==> src/rtl/latency_catch_buffer_if.sv <==
// Handshake bundle for latency_catch_buffer: producer credit, pipeline catch port,
// consumer valid/ready head and status. The slave modport is the buffer side.
interface latency_catch_buffer_if #(
  parameter int DATA_WIDTH = 8,
  parameter int DEPTH      = 8
);
  localparam int CW = $clog2(DEPTH + 1);

  logic                  issue_in;
  logic                  issue_ok;
  logic                  pipe_valid;
  logic [DATA_WIDTH-1:0] pipe_data;
  logic                  out_valid;
  logic [DATA_WIDTH-1:0] out_data;
  logic                  out_ready;
  logic [CW-1:0]         occupancy;
  logic [CW-1:0]         inflight;
  logic                  protocol_err;

  modport master (
    output issue_in, pipe_valid, pipe_data, out_ready,
    input  issue_ok, out_valid, out_data, occupancy, inflight, protocol_err
  );

  modport slave (
    input  issue_in, pipe_valid, pipe_data, out_ready,
    output issue_ok, out_valid, out_data, occupancy, inflight, protocol_err
  );
endinterface

==> src/rtl/latency_catch_buffer.sv <==
// Catches items leaving a fixed-latency pipe into a circular FIFO (1-cycle catch, FWFT head);
// issue_ok withholds launches once inflight+occupancy reaches DEPTH so a stalled consumer never overflows.
module latency_catch_buffer #(
  parameter int DATA_WIDTH = 8,
  parameter int DEPTH      = 8
) (
  input  logic                   clk,
  input  logic                   reset,
  latency_catch_buffer_if.slave  bus
);
  localparam int              CW       = $clog2(DEPTH + 1);
  localparam int              PW       = (DEPTH > 1) ? $clog2(DEPTH) : 1;
  localparam logic [CW-1:0]   DEPTH_C  = CW'(DEPTH);
  localparam logic [PW-1:0]   LAST_PTR = PW'(DEPTH - 1);

  logic [DATA_WIDTH-1:0] mem_q [DEPTH];
  logic [PW-1:0]         wr_ptr_q, wr_ptr_d;
  logic [PW-1:0]         rd_ptr_q, rd_ptr_d;
  logic [CW-1:0]         occ_q, occ_d;
  logic [CW-1:0]         infl_q, infl_d;
  logic                  err_q, err_d;

  logic [CW:0]           committed;
  logic                  credit_ok;
  logic                  full;
  logic                  head_vld;
  logic                  acc_issue;
  logic                  wr_en;
  logic                  rd_en;
  logic                  infl_dec;

  always_comb begin
    committed = {1'b0, infl_q} + {1'b0, occ_q};
    credit_ok = committed < {1'b0, DEPTH_C};
    full      = (occ_q == DEPTH_C);
    head_vld  = (occ_q != '0);
    acc_issue = bus.issue_in & credit_ok;
    // At full the read still drains the head, so the incoming item is lost.
    wr_en     = bus.pipe_valid & ~full;
    rd_en     = head_vld & bus.out_ready;
    infl_dec  = bus.pipe_valid & (infl_q != '0);

    wr_ptr_d = wr_ptr_q;
    if (wr_en) wr_ptr_d = (wr_ptr_q == LAST_PTR) ? '0 : wr_ptr_q + 1'b1;

    rd_ptr_d = rd_ptr_q;
    if (rd_en) rd_ptr_d = (rd_ptr_q == LAST_PTR) ? '0 : rd_ptr_q + 1'b1;

    occ_d = occ_q;
    case ({wr_en, rd_en})
      2'b10:   occ_d = occ_q + 1'b1;
      2'b01:   occ_d = occ_q - 1'b1;
      default: occ_d = occ_q;
    endcase

    infl_d = infl_q;
    case ({acc_issue, infl_dec})
      2'b10:   infl_d = infl_q + 1'b1;
      2'b01:   infl_d = infl_q - 1'b1;
      default: infl_d = infl_q;
    endcase

    err_d = err_q
          | (bus.issue_in & ~credit_ok)
          | (bus.pipe_valid & full)
          | (bus.pipe_valid & (infl_q == '0));
  end

  always_ff @(posedge clk or posedge reset) begin
    if (reset) begin
      wr_ptr_q <= '0;
      rd_ptr_q <= '0;
      occ_q    <= '0;
      infl_q   <= '0;
      err_q    <= 1'b0;
    end else begin
      wr_ptr_q <= wr_ptr_d;
      rd_ptr_q <= rd_ptr_d;
      occ_q    <= occ_d;
      infl_q   <= infl_d;
      err_q    <= err_d;
    end
  end

  always_ff @(posedge clk) begin
    if (wr_en) mem_q[wr_ptr_q] <= bus.pipe_data;
  end

  assign bus.issue_ok     = credit_ok;
  assign bus.out_valid    = head_vld;
  assign bus.out_data     = mem_q[rd_ptr_q];
  assign bus.occupancy    = occ_q;
  assign bus.inflight     = infl_q;
  assign bus.protocol_err = err_q;
endmodule
==> src/flat_wrapper.sv <==
// flat-port wrapper written by rule: the top's interface ports become plain ports
module latency_catch_buffer_flat 
#(
  parameter int DATA_WIDTH = 8,
  parameter int DEPTH      = 8
)
  (clk, reset, bus_issue_in, bus_pipe_valid, bus_pipe_data, bus_out_ready, bus_issue_ok, bus_out_valid, bus_out_data, bus_occupancy, bus_inflight, bus_protocol_err);
  latency_catch_buffer_if #(.DATA_WIDTH(DATA_WIDTH), .DEPTH(DEPTH)) bus_i ();
  input  logic clk;
  input  logic reset;
  input wire logic [$bits(bus_i.issue_in)-1:0] bus_issue_in;
  input wire logic [$bits(bus_i.pipe_valid)-1:0] bus_pipe_valid;
  input wire logic [$bits(bus_i.pipe_data)-1:0] bus_pipe_data;
  input wire logic [$bits(bus_i.out_ready)-1:0] bus_out_ready;
  output wire logic [$bits(bus_i.issue_ok)-1:0] bus_issue_ok;
  output wire logic [$bits(bus_i.out_valid)-1:0] bus_out_valid;
  output wire logic [$bits(bus_i.out_data)-1:0] bus_out_data;
  output wire logic [$bits(bus_i.occupancy)-1:0] bus_occupancy;
  output wire logic [$bits(bus_i.inflight)-1:0] bus_inflight;
  output wire logic [$bits(bus_i.protocol_err)-1:0] bus_protocol_err;
  assign bus_i.issue_in = bus_issue_in;
  assign bus_i.pipe_valid = bus_pipe_valid;
  assign bus_i.pipe_data = bus_pipe_data;
  assign bus_i.out_ready = bus_out_ready;
  assign bus_issue_ok = bus_i.issue_ok;
  assign bus_out_valid = bus_i.out_valid;
  assign bus_out_data = bus_i.out_data;
  assign bus_occupancy = bus_i.occupancy;
  assign bus_inflight = bus_i.inflight;
  assign bus_protocol_err = bus_i.protocol_err;
  latency_catch_buffer #(.DATA_WIDTH(DATA_WIDTH), .DEPTH(DEPTH)) u_core (.clk(clk), .reset(reset), .bus(bus_i));
endmodule
==> config.mk <==
export PLATFORM = sky130hd
export DESIGN_NAME = latency_catch_buffer_flat
export DESIGN_NICKNAME = d
export VERILOG_FILES = /design/src/rtl/latency_catch_buffer_if.sv /design/src/rtl/latency_catch_buffer.sv /design/src/flat_wrapper.sv
export SDC_FILE = /design/constraint.sdc
export NUM_CORES = 1
export LEC_CHECK = 0
export BUFFER_PORTS_ARGS = -buffer_cell sky130_fd_sc_hd__buf_2
export CORE_UTILIZATION = 63
export DETAILED_ROUTE_END_ITERATION = 12
export GPL_ROUTABILITY_DRIVEN = 0
export GPL_TIMING_DRIVEN = 0
export HOLD_SLACK_MARGIN = 0.02
export PLACE_DENSITY = 0.84
export SYNTH_ARGS = -nofsm -noshare
export SYNTH_HDL_FRONTEND = slang
export SYNTH_SLANG_ARGS = --single-unit
==> constraint.sdc <==
create_clock -name clk -period 7 [get_ports clk]
set_clock_uncertainty 0.15 [all_clocks]
set_input_delay 0.35 -clock clk [delete_from_list [all_inputs] [get_ports clk]]
set_output_delay 0.35 -clock clk [all_outputs]
set_load 0.005 [all_outputs]
# [Yosys cells after proc, flatten, opt, wreduce, memory -nomap -nowiden]
# Memory sizes are Yosys's and may differ from the RTL's.
# Cells that the tools add are included.
[op_classes] div=0 muxes=6 n_reduce_logical=5 n_eq_ne=7 n_lt_le_gt_ge=1 addsub=7 n_bitwise=12 shifts=0 multipliers=0
[op_table] op="$pmux 4 s2" count=2
[op_table] op="$add 4x1->4 const B" count=2
[op_table] op="$reduce_bool 4->1" count=2
[op_table] op="$sub 4x1->4 const B" count=2
[op_table] op="$and 1x1->1" count=7
[op_table] op="$add 3x1->3 const B" count=2
[op_table] op="$eq 3x3->1 const B" count=2
[op_table] op="$mux 3" count=2
[op_table] op="$add 4x4->5" count=1
[op_table] op="$lt 5x4->1 const B" count=1
[op_table] op="$eq 2x1->1 const B" count=2
[op_table] op="$eq 2x2->1 const B" count=2
[op_table] op="$eq 4x4->1 const B" count=1
[op_table] op="$logic_not 4->1" count=1
[op_table] op="$reduce_bool 2->1" count=2
[op_table] op="$or 1x1->1" count=3
[op_table] op="$mux 1" count=2
[op_table] op="$not 1->1" count=2
[totals] n_memories=1 out_inout_bits=19 wordCells=44 latchBits=0 ff_bits=15 mem_bits_rw=64 rom_bits=0 input_bits=13
[mem_list] memory="u_core.mem_q" words=8 word_bits=8 read_ports=1 rd_ports_with_merged_regs=0 wr=1 line_no="latency_catch_buffer.sv:16" text="logic [DATA_WIDTH-1:0] mem_q [DEPTH];"

# [Logic depth before layout (Yosys ltp)]
# Gate-level depths: netlist of the first run.
[depth] depth_word=7 mapped_depth=10 mapped_depth_nobuf=10

# [Worst setup path before layout of the first run]
# Ideal clock, no wire load.
[synth_timing] path_type="reg-to-reg" startpoint="register u_core.infl_q[1] (netlist: u_core.bus.inflight[1])" endpoint="register u_core.infl_q[3] (netlist: u_core.bus.inflight[3])" slack_ns=3.971 setup_time_ns=0.090 path_buffers=1 synth_period_minus_slack_ns=3.029 t_arrival_ns=2.789 path_stages_with_launch=10 required_ns=6.760 path_cell_list="dfrtp_1 > ha_1 > a31o_2 > a2111oi_4 > nand2_1 > ha_1 > buf_6 > or4b_2 > a21o_1 > o221ai_1"
[synth_between] elab_chain_cells=5 elab_cells_between_ends=11 classes_between="add/sub (3); order compare (1); eq/ne (2); mux (1); bitwise (2); reduce/logical (2)"
[synth_rtl] item="from (decl)" line_no="latency_catch_buffer.sv:20" text="logic [CW-1:0] infl_q, infl_d;"
[synth_rtl] item="from (signal assigned)" line_no="latency_catch_buffer.sv:80" text="infl_q <= infl_d;"
[synth_rtl] item="$add 4x4->5 (*)" line_no="latency_catch_buffer.sv:33" text="committed = {1'b0, infl_q} + {1'b0, occ_q};"
[synth_rtl] item="$lt 5x4->1 (*)" line_no="latency_catch_buffer.sv:34" text="credit_ok = committed < {1'b0, DEPTH_C};"
[synth_rtl] item="net bus_issue_ok" line_no="flat_wrapper.sv:15" text="output wire logic [$bits(bus_i.issue_ok)-1:0] bus_issue_ok;"
[synth_rtl] item="$and 1x1->1 (*)" line_no="latency_catch_buffer.sv:37" text="acc_issue = bus.issue_in & credit_ok;"
[synth_rtl] item="$eq 2x1->1 or $eq 2x2->1 (tied branches)" line_no="latency_catch_buffer.sv:57" text="case ({acc_issue, infl_dec})"
[synth_rtl] item="$pmux 4 s2 or $reduce_bool 2->1 (tied branches)"
# The timed path passes the listed nets; every way through them passes the cells marked *.
# A chain may end at the register's enable or synchronous reset.

# [Worst setup path in the final report of the first run]
[layout_timing] startpoint="register u_core.infl_q[1] (netlist: u_core.bus.inflight[1])" endpoint="register u_core.infl_q[3] (netlist: u_core.bus.inflight[3])"
[layout_between] elab_chain_cells=5 elab_cells_between_ends=11 classes_between="add/sub (3); order compare (1); eq/ne (2); mux (1); bitwise (2); reduce/logical (2)"
[layout_rtl] item="$add 4x4->5" line_no="latency_catch_buffer.sv:33"
[layout_rtl] item="$lt 5x4->1" line_no="latency_catch_buffer.sv:34"
[layout_rtl] item="$and 1x1->1" line_no="latency_catch_buffer.sv:37"
[layout_rtl] item="$eq 2x1->1 or $eq 2x2->1 (tied branches)" line_no="latency_catch_buffer.sv:57"
[layout_rtl] item="$pmux 4 s2 or $reduce_bool 2->1 (tied branches)"
# Parallel ways exist; a longest one is shown, timed or not.

==> results of run 1 <==
metal layers:
layer  up-vias  GRT usage  routed length [microns]
met3        12     0.0570                      244
met2        54      0.396                     3390
met1       997      0.298                     2710
met4         0      0.120                      189
li1        909          -                        -
met5         -          0                        0
worst max-delay path: cells and delay by family (launching register included):
family                   cells  cell delay [ns]
AO/OA/AOI/OAI                4             0.86
adder cells (fa/ha/maj)      2             0.64
buffers and inverters        1             0.14
flip-flops                   1             0.49
AND/OR/NAND/NOR              2             0.78
layout by cell type (no fill, tap or decap), types with 4 or more instances in the layout:
cell      instances
edfxtp_1         64
buf_2            32
dfrtp_1          15
ha_1             13
mux2_4           11
inv_1            10
clkbuf_8         10
mux4_1            8
mux4_2            8
nor2_1            6
nand2_1           4
cell type report:
class,instances,area [sq um]
Multi-Input combinational cell,105,1270
Clock inverter,5,25.0
Tap cell,72,90.1
Buffer,8,70.1
Inverter,10,37.5
Clock buffer,11,141
Fill cell,340,1430
Timing Repair Buffer,34,180
Sequential cell,79,2300
registers in the layout, indices dropped and copies added (netlist names):
signal and count:
u_core.wr_ptr_q 3, u_core.bus.protocol_err 1, u_core.bus.occupancy 4, u_core.rd_ptr_q 3
u_core.mem_q 64, u_core.bus.inflight 4
power by group through the flow:
stage | logic (mW) | registers [mW] | clock network, mW
after floorplan | 0.549 | 0.683 | 0
after global placement | 0.702 | 0.699 | 0
after detailed placement | 0.730 | 0.709 | 0
after CTS | 0.733 | 0.701 | 0.292
after global routing | 0.793 | 0.713 | 0.312
final | 0.727 | 0.702 | 0.282
path summary, 6_finish.rpt:
path	start	to	slack (ns)	cells after the start
max reg2reg	u_core.bus.inflight[1]	u_core.bus.inflight[3]	3.84	9
min	bus_pipe_data[2]	u_core.mem_q[5][2]	0.13	1
max in group asynchronous	reset	u_core.bus.inflight[0]	5.82	3
min in group asynchronous	reset	u_core.rd_ptr_q[1]	0.48	3
min reg2reg	u_core.bus.protocol_err	u_core.bus.protocol_err	0.36	2
max	u_core.bus.inflight[1]	u_core.bus.inflight[3]	3.84	9
synth_stat cells (all sizes together) (2+ instances only):
master / count
a2111oi: 2
a21o: 2
a21oi: 3
buf: 6
clkbuf: 2
dfrtp: 15
edfxtp: 64
ha: 13
inv: 10
mux2: 14
mux2i: 2
mux4: 16
nand2: 5
nand2b: 3
nand3: 2
nor2: 6
nor3: 5
nor3b: 2
o211ai: 2
o21ai: 2
o41ai: 2
or4: 3
or4b: 3
xnor2: 3
xor2: 2
per-stage QoR:
stage               std cells  instance area [sq um]  total power [mW]
floorplan                 202                   3650              1.23
global placement          305                   3900              1.40
detailed placement        306                   3920              1.44
CTS                       323                   4100              1.73
global route              324                   4110              1.82
finish                    324                   4110              1.71
timing repair:
action | in CTS | in global routing
endpoints found under the setup margin | 0 | 0
hold buffers | 1 | 0
gates resized for setup | 0 | 0
hold endpoints to repair | 15 | 0
cells by family after synthesis:
family                     Yosys count
DFF                                 79
and+or+nand+nor                     35
muxes                               32
AOI/OAI and AO/OA                   19
buffers and inverters               18
adders and majority gates           14
xor gates and xnor gates             5
==> results.md, run 1 <==
- Starting Density: 0.660
- Worst VDD drop: 0.306 mV
- Ys flop type: edfxtp_1
- Cell-internal power: 1.14 mW
- Synthesized instance count: 202
- # IOs: 32
- Pre-CTS setup slack: 3.86 ns
- Fin crit share: 0.452
- Rows: 27
- Leak: 1.54 nW
- TritonCTS clock tree: built
- Adder-cell share of the synthesized area: 0.0500
- Kind of critical path: reg -> reg
- Seq cells post-synth: between 70 and 80
- Unrepaired setup endpoints after global routing: false
- Simple-gate portion of the synthesized area: 0.0613
- Logic pwr share: 0.425
- CTS Buf Count: 9
- Crit path time final: 3.16 ns
- Clk pwr share: 0.165
- WL final: 6540 microns
- Final Hold Viols: 0
- Max-slew violation count: 0
- Reg clk slew, reported paths: 0.08 ns
- GR Util All Layers: 0.240
- Clk buf depth: 2
- N_diodes: 0
- CP peak stage delay: 0.65 ns
- Overflow after GRT: 0
- DRC viols: 0
- Crit path DAT: approximately 3.3 ns
- Core area: 0.00554 sq mm
- Synthesized cell area: 0.00365 sq mm
- Area fraction of the dominant cell type after synthesis: 0.526
- Drt pass-1 iters: 4
- Clock Latency Late Sink: ~0.34 ns
- Seq pwr share: 0.410
- Highest Clock Rate: 0.316 GHz
- Root Driver: clkbuf_8
- Port Buffers: 31
- XOR/XNOR Fraction of Synth Area: 0.0120
- Final count of negative-setup-slack endpoints: 0
- Post-synth EDFFs: 64
- Clock sink count: 79
- Cells along the critical path: ha_1 > a31o_2 > a2111oi_4 > nand2_1 > ha_1 > buf_6 > or4b_2 > a21o_1 > o221ai_1
- Worst path required time: around 7.1 ns
- Share of layout cells above drive strength 1: 0.337
- Yosys cell types: 49
- Mux cell area share after synthesis: 0.167
- Die Span X: 78.2 microns
- Setup TNS Final: 0 ns
- Worst min path class: in -> reg
- Largest net degree at the start of global routing: 16
- Dpl hpwl: 4270 microns
- Seq/Total Area, Yosys: 0.629
- Via/cell ratio: roughly 6.1
- Initial antenna violation count: 0
- Die Height: 78.2 microns
- Top cells by area, synth: edfxtp_1, dfrtp_1, mux4_1
- Largest area contributor in the netlist: edfxtp_1
- Vias: 1972
- Max-Cap Viols: 0
- H-tree Lvls: 3
- First-pass GRT wire length: between 10000 and 15000 microns
- Worst setup margin: 3.84 ns
- Area Overhead vs Synth: 12.4%
- Critical Path End Type: flip-flop
- CP dominant cell by count: ha_1
- Initial DRC Count: 131
- Sw Pwr: 568 uW
- Slew HR: 0.167
- Switch share: 0.332
- Hold Slack: 0.131 ns
- Final net count: 274
- ANT nets after route: 0
- Vias in the first global route: 1950
- Slowest CP cell: or4b_2
- Setup repair bufs after CTS: 0
- Asr flop ratio synth: 0.190
- Final core occ: 0.741
- Synth Net Count: about 230
- Largest family of logic cells by synthesized area: multiplexers
- Crit-path max FO: 9
- Synth warn: 0
- Compound-Gate Fraction of Synth Area: 0.0520
- Syn Area/Cell: 18.1 sq um
- Die ar.: 0.00611 sq mm
- Actual slew at the worst max-slew pin: 1.24 ns
- CP startpoint kind: flip-flop
- Drt wl/cell: 20.2 microns
- Status: complete, no violations
- PwrDens: 417 mW/mm^2
(Power assumes the default switching activity.)
==> inputs of run 2 (changes only) <==
Settings changed: ABC_AREA set to 1, CORE_UTILIZATION 63 to 59, PLACE_DENSITY 0.84 to 0.79.
Clock period 7 ns to 3.15 ns, I/O delays scaled along.
==> run 2 against run 1 <==
Against the previous run: sequential cell count stayed put; worst setup slack lost 3.3 ns; clock-buffer cell count decreased by 1; core utilization down 1.4 points; die area increased by 2.0%; largest power group unchanged.
==> results.md, run 2 <==
- Worst VDD drop: 0.624 mV
- Worst min path class: in -> reg
- Area Overhead vs Synth: 16.8%
- Clock Latency Late Sink: 0.36 ns
- TritonCTS clock tree: built
- Seq pwr share: 0.389
- Final net count: 395
- Dpl cell area: 0.00374 sq mm
- Synthesized cell area: 0.00349 sq mm
- Fin crit share: 0.833
- Synthesized instance count: 314
- Initial antenna violation count: 0
- Vias: between 2000 and 3000
- Clk buf depth: 2
- # IOs: 32
- Overflow after GRT: 0
- Critical R2R Launch: u_core.bus.occupancy[3]
- Crit path from: u_core.bus.occupancy[3]
- Pre-CTS setup slack: 0.563 ns
- Worst path required time: 3.24 ns
- Final Hold Viols: 0
- Commonest non-fill, non-tap cell in the layout: edfxtp_1
- Max reg flops: 64
- Rows: 27
- Seq/Total Area, Yosys: 0.658
- Largest area contributor in the netlist: edfxtp_1
- Final instance area: 0.00408 sq mm
- Seq cells post-synth: slightly below 80
- Asr flop ratio synth: 0.190
- Initial DRC Count: about 280
- First-pass GRT wire length: 12200 microns
- Most frequent cells in the layout: edfxtp_1, nand2_1, nor2_1
- Kind of critical path: reg -> reg
- Cells along the critical path: ha_1 > nor3_1 > a21boi_0 > nand2_1 > ha_1 > nand2_1 > nand2_1 > ha_1 > a21oi_1 > xor2_1 > o21ai_0
- ANT nets after route: 0
- Ys flop type: edfxtp_1
- Yosys cell types: 25
- Slew HR: 0.373
- Via/cell ratio: around 5.6
- FF-to-FF setup slack: 0.53 ns
- Post-synth EDFFs: 64
- WL final: roughly 7700 microns
- Starting Density: 0.623
- Synth warn: 0
- Crit path time final: between 2 and 3 ns
- CP startpoint kind: flip-flop
- Hold Crit Start: bus_out_ready
- Clk pwr share: 0.214
- Top-count cell post-synth: edfxtp_1
- Syn Area/Cell: 11.1 sq um
- Reg clk slew, reported paths: 0.08 ns
- Fillers: 394
- Status: complete, no violations
- Delay-heaviest family, CP: adder cells
- CTS Buf Count: 9
- Max-slew violation count: 0
- Drt pass-1 iters: 5
- Worst Path Buf+Inv: 0
- Area fraction of the dominant cell type after synthesis: 0.550
- M1 wire length: around 3100 microns
- Leak: 1.66 nW
- Logic pwr share: 0.397
- Root Driver: clkbuf_8
- Post-synth top cells: edfxtp_1, nand2_1, nor2_1
- Largest net degree at the start of global routing: 16
- Sw Pwr: between 1.5 and 2 mW
- Crit-path max FO: 6
- DR top layer: met4
- Synth Net Count: 341
- Met2 wire length: ~3800 microns
- Core area: 0.00561 sq mm
- N_diodes: 0
- DRC viols: 0
- Crit path DAT: around 2.7 ns
- Hold Slack: 0.105 ns
- Die ar.: 0.00623 sq mm
- Critical Path End Type: flip-flop
- Share of layout cells above drive strength 1: 0.164
- CP peak stage delay: roughly 0.47 ns
- Final count of negative-setup-slack endpoints: 0
- Setup TNS Final: 0 ns
- Setup repair bufs after CTS: 0
- Port Buffers: 31
- Actual slew at the worst max-slew pin: 0.937 ns
- Top cells by area, synth: edfxtp_1, dfrtp_1, nand2_1
- Max-Cap Viols: 0
- Slowest CP cell: dfrtp_1
- Switch share: 0.391
- PwrDens: about 960 mW/mm^2
- H-tree Lvls: 3
- Unrepaired setup endpoints after global routing: false
- Die Span X: 78.9 microns
- Vias in the first global route: 2418
- Pwr Total: 3.91 mW
- Dpl hpwl: between 4000 and 5000 microns
- Highest Clock Rate: 0.381 GHz
- Cell-internal power: ~2.4 mW
- Clock sink count: 79
- GR Util All Layers: 0.277
- Drt wl/cell: 17.2 microns
- Biggest register: u_core.mem_q
- Met3 wire length: ~550 microns
- Die Height: 78.9 microns
- Worst setup margin: 0.526 ns
==> run 2: layer usage <==
metal,vias to the layer above,GRT usage
li1,1198,-
met1,1155,0.366
met2,124,0.435
met3,28,0.0379
met4,0,0.176
met5,-,0
==> run 2: cell type report <==
class                      instances  area, sq um  share of cell area
buffer                             9         45.0              0.0110
tap                               72         90.1              0.0221
timing repair buffer              43          275              0.0675
multi-input combinational        202         1060               0.260
clock buffer                      10          128              0.0313
inverter                          24         90.1              0.0221
sequential                        79         2300               0.563
clock inverter                     6         92.6              0.0227
==> run 2: kinds of logic after synthesis <==
kind of cell | share of synthesized area
AND/OR/NAND/NOR | 0.136
flip-flops | 0.658
AO/OA/AOI/OAI | 0.103
buffers and inverters | 0.0387
adder cells (fa/ha/maj) | 0.0523
XOR/XNOR | 0.0125
==> run 2: what timing repair did <==
item                                   CTS  global route
endpoints found under the hold margin   82             0
hold buffers                            12             0
resized for setup                        0             0
==> run 2: stage by stage <==
step           utilization  cells
2_1_floorplan            -    314
3_3_place_gp         0.666    417
3_5_place_dp         0.666    417
4_1_cts              0.727    445
5_1_grt              0.727    445
6_report             0.727    445
==> run 2: tightest hold or removal path, delay by kind of cell <==
kind                   cells  cell delay (ns)
AO/OA/AOI/OAI              2             0.32
buffers and inverters      1             0.09
==> run 2: power groups by stage <==
stage               Sequential, mW  Combinational (mW)  Clock, mW
floorplan                     1.49                1.04          0
global placement              1.53                1.46          0
detailed placement            1.54                1.53          0
CTS                           1.52                1.55      0.838
global route                  1.55                1.75      0.878
finish                        1.52                1.55      0.838
==> run 2: path summary, 6_finish.rpt <==
check | to | cells after the start
max | u_core.bus.inflight[2] | 11
min | u_core.rd_ptr_q[1] | 3
max reg2reg | u_core.bus.inflight[2] | 11
min reg2reg | u_core.bus.occupancy[0] | 1
max in group asynchronous | u_core.wr_ptr_q[1] | 3
min in group asynchronous | u_core.bus.occupancy[1] | 3
==> inputs of run 3 (changes only) <==
Clock period 3.15 ns to 2.55 ns, I/O delays scaled along.
==> run 3 against run 2 <==
Against the previous run: highest routed layer unchanged; critical path type unchanged; clock-buffer cell count did not move; die area did not move; critical path depth did not move; clock power rose by 24%; global-route usage did not move; worst hold slack got worse by 0.032 ns; final cell count rose by 0.45%; sequential power rose by 24%; sequential share of layout area fell by 0.27 points; fmax rose by 11%; final area rose by 0.58%.
==> results.md, run 3 (synthesis results as in run 2) <==
- Drt wl/cell: 17.5 microns
- Actual slew at the worst max-slew pin: 0.956 ns
- CP dominant cell by count: nand2_1
- Slowest CP cell: dfrtp_2
- Share of layout cells above drive strength 1: 0.179
- DRC viols: 0
- Final net count: 397
- Cell-internal power: 2.98 mW
- Worst reg2reg path depth: 11
- CP peak stage delay: roughly 0.45 ns
- Final count of negative-setup-slack endpoints: 0
- WL final: 7810 microns
- Highest Clock Rate: 0.421 GHz
- Area Overhead vs Synth: 17.4%
- Worst Hold End: u_core.rd_ptr_q[1]
- Max reg flops: 64
- Vias: about 2500
- Logic pwr share: 0.404
- Most frequent cells in the layout: edfxtp_1, nand2_1, nor2_1
- N_diodes: 0
- Port Buffers: 31
- Kind of critical path: reg -> reg
- GR Util All Layers: 0.277
- Dpl cell area: roughly 0.0037 sq mm
- Switch share: 0.392
- Overflow after GRT: 0
- Pwr Total: between 4 and 5 mW
- Clock sink count: 79
- Fin crit share: 0.931
- Clk pwr share: 0.213
- Initial antenna violation count: 0
- Final instance area: 0.00410 sq mm
- Seq pwr share: 0.384
- Vias in the first global route: 2418
- Dpl hpwl: 4840 microns
- Setup TNS Final: 0 ns
- Max-slew violation count: 0
- First-pass GRT wire length: 12200 microns
- Die ar.: 0.00623 sq mm
- Critical R2R Launch: u_core.bus.inflight[3]
- FF-to-FF setup slack: 0.18 ns
- Worst path required time: roughly 2.6 ns
- Worst VDD drop: 0.785 mV
- ANT nets after route: 0
- # IOs: 32
- Clock Latency Late Sink: 0.36 ns
- CP startpoint kind: flip-flop
- Root Driver: clkbuf_8
- Initial DRC Count: around 260
- Sw Pwr: roughly 1.9 mW
- Die Span X: 78.9 microns
- Reg clk slew, reported paths: around 0.08 ns
- Final Hold Viols: 0
- PwrDens: 1190 mW/mm^2
- Crit path DAT: 2.46 ns
- Clk buf depth: 2
- Worst min path class: in -> reg
- Placed insts: 417
- Slew HR: 0.360
- Drt pass-1 iters: 5
- Starting Density: 0.623
- Commonest non-fill, non-tap cell in the layout: edfxtp_1
- Cells along the critical path: ha_1 > nor3_1 > a21boi_2 > nand2_1 > ha_2 > nand2_1 > nand2_1 > ha_1 > a21oi_1 > xor2_1 > o21ai_0
- Biggest register: u_core.mem_q
- Crit-path max FO: 5
- Leak: 1.66 nW
- Largest net degree at the start of global routing: 16
- CTS Buf Count: 9
- H-tree Lvls: 3
- Rows: 27
- Hold Crit Start: bus_out_ready
- Finished Layout Cells: 447
- Core area: 0.00561 sq mm
- Critical Path End Type: flip-flop
- Via/cell ratio: 5.61
- Max-Cap Viols: 0
- Status: complete, no violations
- TritonCTS clock tree: built
- Reg-to-Reg End: u_core.bus.inflight[2]
- Fillers: a little under 400
- WHS Path Cells: 3
- Crit path time final: 2.37 ns
- Die Height: slightly below 80 microns
run 3: critical path, delay by kind of cell (launching register included):
| family | cells | cell delay (ns) |
|---|---|---|
| AOI/OAI and AO/OA | 3 | 0.44 |
| xor gates and xnor gates | 1 | 0.14 |
| and+or+nand+nor | 4 | 0.39 |
| adders and majority gates | 3 | 0.68 |
| DFF | 1 | 0.45 |
run 3: final cells by class:
type / instances / area (sq um) / area share
sequential: 79 / 2300 / 0.561
tap: 72 / 90.1 / 0.0220
clock inverter: 6 / 92.6 / 0.0226
inverter: 24 / 90.1 / 0.0220
buffer: 9 / 45.0 / 0.0110
clock buffer: 10 / 128 / 0.0311
timing repair buffer: 45 / 290 / 0.0708
multi-input combinational: 202 / 1070 / 0.260
run 3: timing repair:
| item | in CTS | in global routing |
|---|---|---|
| resized for setup | 1 | 4 |
| buffers inserted | 0 | 2 |
| hold buffers | 12 | 0 |
| endpoints found under the setup margin | 1 | 1 |
| endpoints found under the hold margin | 82 | 0 |
run 3: layer usage:
layer	vias to the layer above	track usage	wire length, microns
met5	-	0	0
met4	0	0.176	301
met3	28	0.0379	499
met2	117	0.435	3750
met1	1164	0.366	3260
li1	1200	-	-
run 3: stage by stage:
step                hold slack, ns  setup slack, ns  utilization
global route                 0.113          -0.0177        0.731
detailed placement          0.0672          -0.0373        0.666
global placement            0.0694         -0.00208        0.666
floorplan                   -0.121            0.114            -
CTS                         0.0714           0.0254        0.727
finish                      0.0737            0.177        0.731
run 3: how the worst max path moves through the flow:
stage / start / end / slack (ns) / depth (start not counted)
final: u_core.bus.inflight[3] / u_core.bus.inflight[2] / 0.18 / 11
after detailed placement: u_core.bus.occupancy[3] / u_core.bus.inflight[2] / -0.04 / 11
after global routing: u_core.bus.occupancy[0] / u_core.bus.occupancy[3] / -0.02 / 11
after floorplan: u_core.bus.occupancy[3] / u_core.bus.inflight[2] / 0.11 / 11
after global placement: u_core.bus.occupancy[3] / u_core.bus.inflight[2] / -0.002 / 11
after CTS: u_core.bus.occupancy[3] / u_core.bus.inflight[2] / 0.03 / 11
run 3: power groups by stage:
stage | clock network (mW) | logic (mW) | registers [mW]
3_3_place_gp | 0 | 1.81 | 1.89
4_1_cts | 1.04 | 1.92 | 1.88
6_report | 1.04 | 1.97 | 1.88
3_5_place_dp | 0 | 1.88 | 1.90
5_1_grt | 1.08 | 2.21 | 1.91
2_1_floorplan | 0 | 1.28 | 1.85
